`config.mk`:
```
export PLATFORM = sky130hd
export DESIGN_NAME = i2c_responder
export DESIGN_NICKNAME = d
export VERILOG_FILES = /design/src/rtl/i2c_responder.sv
export SDC_FILE = /design/constraint.sdc
export NUM_CORES = 2
export LEC_CHECK = 0
export ABC_AREA = 1
export CORE_MARGIN = 8
export CORE_UTILIZATION = 50
export CTS_BUF_LIST = sky130_fd_sc_hd__clkbuf_4 sky130_fd_sc_hd__clkbuf_8
export DETAILED_ROUTE_END_ITERATION = 10
export GPL_ROUTABILITY_DRIVEN = 1
export PLACE_DENSITY = 0.73
export SYNTH_ARGS = -nofsm -noshare
export SYNTH_HDL_FRONTEND = slang
export SYNTH_SLANG_ARGS = --single-unit
```
`constraint.sdc`:
```
create_clock -name clk -period 2.42 [get_ports clk]
set_input_delay 0.363 -clock clk [delete_from_list [all_inputs] [get_ports clk]]
set_output_delay 0.363 -clock clk [all_outputs]
set_load 0.01 [all_outputs]
```
`src/rtl/i2c_responder.sv`:
```
// rtl/i2c_responder.sv - I2C target with 256x8 register file; define I2C_RESPONDER_READ_EN to enable reads
module i2c_responder #(
  parameter logic [6:0] DEV_ADDR = 7'h39
) (
  input  logic       clk,
  input  logic       rst,
  input  logic       scl_in,
  input  logic       sda_in,
  output logic       sda_oe,
  output logic       wr_en,
  output logic [7:0] wr_addr,
  output logic [7:0] wr_data,
  input  logic [7:0] dbg_addr,
  output logic [7:0] dbg_data,
  output logic       busy
);

  typedef enum logic [3:0] {
    IDLE, ADDR, ADDR_ACK, PTR, PTR_ACK, WDATA, WDATA_ACK, RDATA, RDATA_ACK, IGNORE
  } state_t;

  state_t      state;
  logic        scl_s1, scl_s2, scl_d;
  logic        sda_s1, sda_s2, sda_d;
  logic [1:0]  settle;
  logic [2:0]  cnt;
  logic [6:0]  sh;
  logic [7:0]  ptr;
  logic [7:0]  regfile [256];
`ifdef I2C_RESPONDER_READ_EN
  logic        ack_seen;
`endif

  logic        edges_ok, scl_rise, scl_fall, start_det, stop_det, accept;
  logic [7:0]  full;

  // Edge detection stays masked until the reset-value synchronizers have flushed,
  // so a low SDA at reset release is not mistaken for a START.
  always_ff @(posedge clk or negedge rst) begin
    if (!rst) begin
      scl_s1 <= 1'b1;
      scl_s2 <= 1'b1;
      scl_d  <= 1'b1;
      sda_s1 <= 1'b1;
      sda_s2 <= 1'b1;
      sda_d  <= 1'b1;
      settle <= 2'd0;
    end else begin
      scl_s1 <= scl_in;
      scl_s2 <= scl_s1;
      scl_d  <= scl_s2;
      sda_s1 <= sda_in;
      sda_s2 <= sda_s1;
      sda_d  <= sda_s2;
      if (settle != 2'd3) settle <= settle + 2'd1;
    end
  end

  assign edges_ok  = (settle == 2'd3);
  assign scl_rise  = edges_ok & scl_s2 & ~scl_d;
  assign scl_fall  = edges_ok & ~scl_s2 & scl_d;
  assign start_det = edges_ok & scl_s2 & scl_d & sda_d & ~sda_s2;
  assign stop_det  = edges_ok & scl_s2 & scl_d & ~sda_d & sda_s2;
  assign full      = {sh, sda_s2};

`ifdef I2C_RESPONDER_READ_EN
  assign accept = (full[7:1] == DEV_ADDR);
`else
  assign accept = (full[7:1] == DEV_ADDR) & ~full[0];
`endif

  assign dbg_data = regfile[dbg_addr];

  // ACK states use sda_oe as their phase flag: first SCL fall drives the ACK,
  // the second releases it and moves on.
  always_ff @(posedge clk or negedge rst) begin
    if (!rst) begin
      state   <= IDLE;
      sda_oe  <= 1'b0;
      wr_en   <= 1'b0;
      wr_addr <= 8'h00;
      wr_data <= 8'h00;
      busy    <= 1'b0;
      ptr     <= 8'h00;
      cnt     <= 3'd0;
      sh      <= 7'd0;
`ifdef I2C_RESPONDER_READ_EN
      ack_seen <= 1'b0;
`endif
      for (int i = 0; i < 256; i++) regfile[i] <= 8'h00;
    end else begin
      wr_en <= 1'b0;
      if (stop_det) begin
        state  <= IDLE;
        sda_oe <= 1'b0;
        busy   <= 1'b0;
        cnt    <= 3'd0;
      end else if (start_det) begin
        state <= ADDR;
        cnt   <= 3'd0;
      end else begin
        case (state)
          ADDR: begin
            if (scl_rise) begin
              sh  <= full[6:0];
              cnt <= cnt + 3'd1;
              if (cnt == 3'd7) begin
                if (accept) begin
                  state <= ADDR_ACK;
                  busy  <= 1'b1;
                end else begin
                  state <= IGNORE;
                  busy  <= 1'b0;
                end
              end
            end
          end
          ADDR_ACK: begin
            if (scl_fall) begin
              if (!sda_oe) begin
                sda_oe <= 1'b1;
              end else begin
                cnt <= 3'd0;
`ifdef I2C_RESPONDER_READ_EN
                if (sh[0]) begin
                  state  <= RDATA;
                  sh     <= regfile[ptr][6:0];
                  sda_oe <= ~regfile[ptr][7];
                end else begin
                  state  <= PTR;
                  sda_oe <= 1'b0;
                end
`else
                state  <= PTR;
                sda_oe <= 1'b0;
`endif
              end
            end
          end
          PTR: begin
            if (scl_rise) begin
              sh  <= full[6:0];
              cnt <= cnt + 3'd1;
              if (cnt == 3'd7) begin
                ptr   <= full;
                state <= PTR_ACK;
              end
            end
          end
          PTR_ACK: begin
            if (scl_fall) begin
              if (!sda_oe) begin
                sda_oe <= 1'b1;
              end else begin
                sda_oe <= 1'b0;
                cnt    <= 3'd0;
                state  <= WDATA;
              end
            end
          end
          WDATA: begin
            if (scl_rise) begin
              sh  <= full[6:0];
              cnt <= cnt + 3'd1;
              if (cnt == 3'd7) begin
                regfile[ptr] <= full;
                wr_en        <= 1'b1;
                wr_addr      <= ptr;
                wr_data      <= full;
                state        <= WDATA_ACK;
              end
            end
          end
          WDATA_ACK: begin
            if (scl_fall) begin
              if (!sda_oe) begin
                sda_oe <= 1'b1;
              end else begin
                sda_oe <= 1'b0;
                ptr    <= ptr + 8'd1;
                cnt    <= 3'd0;
                state  <= WDATA;
              end
            end
          end
`ifdef I2C_RESPONDER_READ_EN
          RDATA: begin
            if (scl_rise) begin
              cnt <= cnt + 3'd1;
              if (cnt == 3'd7) begin
                state    <= RDATA_ACK;
                ack_seen <= 1'b0;
              end
            end else if (scl_fall) begin
              sda_oe <= ~sh[6];
              sh     <= {sh[5:0], 1'b0};
            end
          end
          RDATA_ACK: begin
            if (scl_rise) begin
              if (sda_s2) begin
                state <= IGNORE;
              end else begin
                ptr      <= ptr + 8'd1;
                ack_seen <= 1'b1;
              end
            end else if (scl_fall) begin
              if (!ack_seen) begin
                sda_oe <= 1'b0;
              end else begin
                state  <= RDATA;
                cnt    <= 3'd0;
                sh     <= regfile[ptr][6:0];
                sda_oe <= ~regfile[ptr][7];
              end
            end
          end
`endif
          default: ;
        endcase
      end
    end
  end

endmodule

```
==> qor.yml <==
setup_path:
  reg2regPathDepth: 14
  path_depth: 11
  cpMostUsedCell: "nand3_1"
  endpoint: "dbg_data[5]"
  worst-r2r-setup-slack_ns: -0.11
  cp_data_required_time_ns: 2.06
  critPathTopFamily: "simple AND/OR/NAND/NOR gates"
  slowest_stage: "dfrtp_1"
  rr_endpoint: "regfile[1670]"
  worst_setup_path_end_kind: "output pin"
  cp.arrival_ns: 2.69
  crit_buf_inv: 1
  r2r_start: "settle[0]"
  crit_path_start_kind: "flip-flop"
  crit_path_start: "regfile[1725]"
  cp_cell_sequence: "nand2_1 -> nand3_1 -> nand3_1 -> nand3_2 -> nand3_1 -> nand3_1 -> nand3_2 -> nand2_2 -> nand2_4 -> nand2_4 -> buf_6"
  crit_type: "flip-flop to output pin"
  worstPathMaxFanout: 2
  crit_path_max_incr_delay_ns: 0.39
timing:
  setup_viol: 189
  finalHoldViolCount: 0
  max_freq_mhz: 327
  drv_slew: 0
  hold_ws_ns: 0.273
  rsz0062_at_grt: "yes"
  max_slew_margin_pct: 47.7
  setup_ws_ns: -0.634
  min_period_ns: 3.05
  finClkSkew_ns: 0.124
  worst_slew_pin_slew_ns: 0.784
  period_share_pct: 126
placed_design:
  io_buffers: 38
  finalWeightedCongestion: 0.938
  dpl.hpwl_um: 192000
  pre_cts_slack_ns: -1.30
pwr:
  ir_drop_uv: 879
  p_leak_nw: 51.9
  power.total_mw: 82.5
  power.density_nw_per_um2: 712
yosys:
  yosysTopAreaCellShare_pct: 54.7
  ys_seq_elements: 2097
  syn-cell-area_um2: 95600
  synthTopCellsByArea: "dfrtp_1, nand2_1, o21ai_0"
  yosysTopAreaCell: "dfrtp_1"
  synth-seq-area-share_pct: 54.9
  syn_avg_cell_area_um2: 8.13
  syn-num-nets: 11800
  yosys_most_used_dff: "dfrtp_1"
  yosysWarnings: 0
  yosys.cell_types.count: 36
  synth-edff-count: 0
  async_flop_share_pct: 100
  netlist_instances: 11800
floorplanning:
  start_util_pct: 50.3
  fp.dieH_um: 453
  chipWidth_um: 453
  die-area_um2: 205000
  core-area_um2: 190000
  num_rows: 160
  ioPinCount: 39
outcome:
  violations: "setup timing"
  status: "finished, violations left"
clock_network:
  numCtsBuffers: 362
  cts_sinks: 2097
  cts_tree: "built"
  clk_latency_ns: 1.08
  path_clk_slew_ns: 0.06
  cts_buffer_depth: 4
  htreeDepth: 5
  clk_root_buffer_cell: "clkbuf_8"
final_layout:
  layout-drive-gt1-share_pct: 17.8
  nets: 11900
  final_common_cell: "nand2_1"
  areaGrowthSynthToFinish_pct: 21.3
  post-route-util_pct: 61.0
  final_cell_mix: "nand2_1, dfrtp_1, o21ai_0"
grt:
  grt_overflow: 0
  grt_pass1_wl_um: 479000
  first_global_vias: 81900
  grt_start_max_net_pins: 114
  antenna_found_initial: 3
  grt.total_usage_pct: 29.3
drt:
  wl_per_cell_um: 22.0
  drc: 0
  vias: 88200
  drtIter0Drc: 11700
  vias_per_cell: 6.01
  wirelength_um: 322000
  dr.pass1.iters: 9
  antenna_left: 0
worst_hold_path:
  min_path_type: "input pin to flip-flop"
run:
  drv_cap: 0
synthesized netlist by cell type (2+ instances only):
library cell  instances
clkbuf_1            684
buf_2               188
buf_1                63
nand2_4              97
ha_1                  7
nand3_1            2027
a21oi_1              24
xor2_1                2
o21ai_0            2033
inv_1                32
nor3_1                5
nand2_1            4272
nor2_4               16
nor2_1               40
o211ai_1              3
a31oi_1               3
inv_2                 5
o21ai_1              38
buf_4                12
dfstp_2               6
buf_6                22
nand4_1               3
o22ai_1               3
dfrtp_1            2091
nand2_2              68
nor2_2                9
where the power goes:
| part | switching [mW] | internal (mW) | leakage, nW | total [mW] |
|---|---|---|---|---|
| combinational | 10.7 | 2.79 | 18.7 | 13.5 |
| clock | 14.6 | 18.8 | 3.96 | 33.4 |
| sequential | 0.265 | 35.3 | 29.3 | 35.6 |
| total | 25.6 | 56.9 | 51.9 | 82.5 |
worst min path at each step:
stage | from | cells after the start | end
finish | sda_in | 2 | sda_s1
global route | sda_in | 2 | sda_s1
CTS | sda_in | 2 | sda_s1
detailed placement | rst | 1 | regfile[88]
global placement | rst | 1 | regfile[88]
floorplan | rst | 0 | busy
stage by stage:
stage          TNS [ns]  instances  area (um^2)
6_report         -10.19      14700       116000
5_1_grt          -86.45      14700       116000
4_1_cts           -6.13      14500       111000
3_5_place_dp     -23.93      13900       101000
3_3_place_gp     -13.94      13900       101000
2_1_floorplan         0      11800        95600
metal layers:
| layer | up-vias | wire length [um] | GRT usage [%] |
|---|---|---|---|
| li1 | 39400 | - | - |
| met1 | 42600 | 125000 | 39.6 |
| met2 | 5181 | 145000 | 44.4 |
| met3 | 1018 | 32000 | 5.89 |
| met4 | 0 | 20000 | 16.2 |
| met5 | - | 0 | 0 |
what timing repair did:
item | 4_1_cts | 5_1_grt
hold endpoints to repair | 1881 | 0
cloned | 2 | 56
pin swaps | 64 | 196
gates resized for setup | 416 | 750
setup endpoints to repair | 518 | 1346
hold buffers | 5 | 0
setup buffers | 18 | 103
sequential cells by signal, summed over array words and instances (netlist names), 2 cells and up:
name,cells
cnt,3
ptr,8
regfile,2048
settle,2
sh,7
state,4
wr_addr,8
wr_data,8
cell families (layout without fill, tap and decap cells):
group                    after synthesis  count (layout)  synth area share, %
AND/OR/NAND/NOR                     6541            6581                 29.5
flip-flops                          2097            2097                 54.9
buffers and inverters               1007            1351                 4.42
XOR/XNOR                               3               3               0.0275
AO/OA/AOI/OAI                       2108            2108                 11.1
other                                  0               7                    0
adder cells (fa/ha/maj)                7               7               0.0916
cell type report:
type / count / area [um^2]
Clock inverter: 51 / 417
Timing Repair Buffer: 704 / 8760
Tap cell: 2511 / 3140
Antenna cell: 7 / 17.5
Inverter: 38 / 235
Fill cell: 15500 / 74100
Multi-Input combinational cell: 8699 / 43800
Clock buffer: 558 / 7000
Sequential cell: 2097 / 52500
No activity file was read; power rests on OpenSTA's default activity.
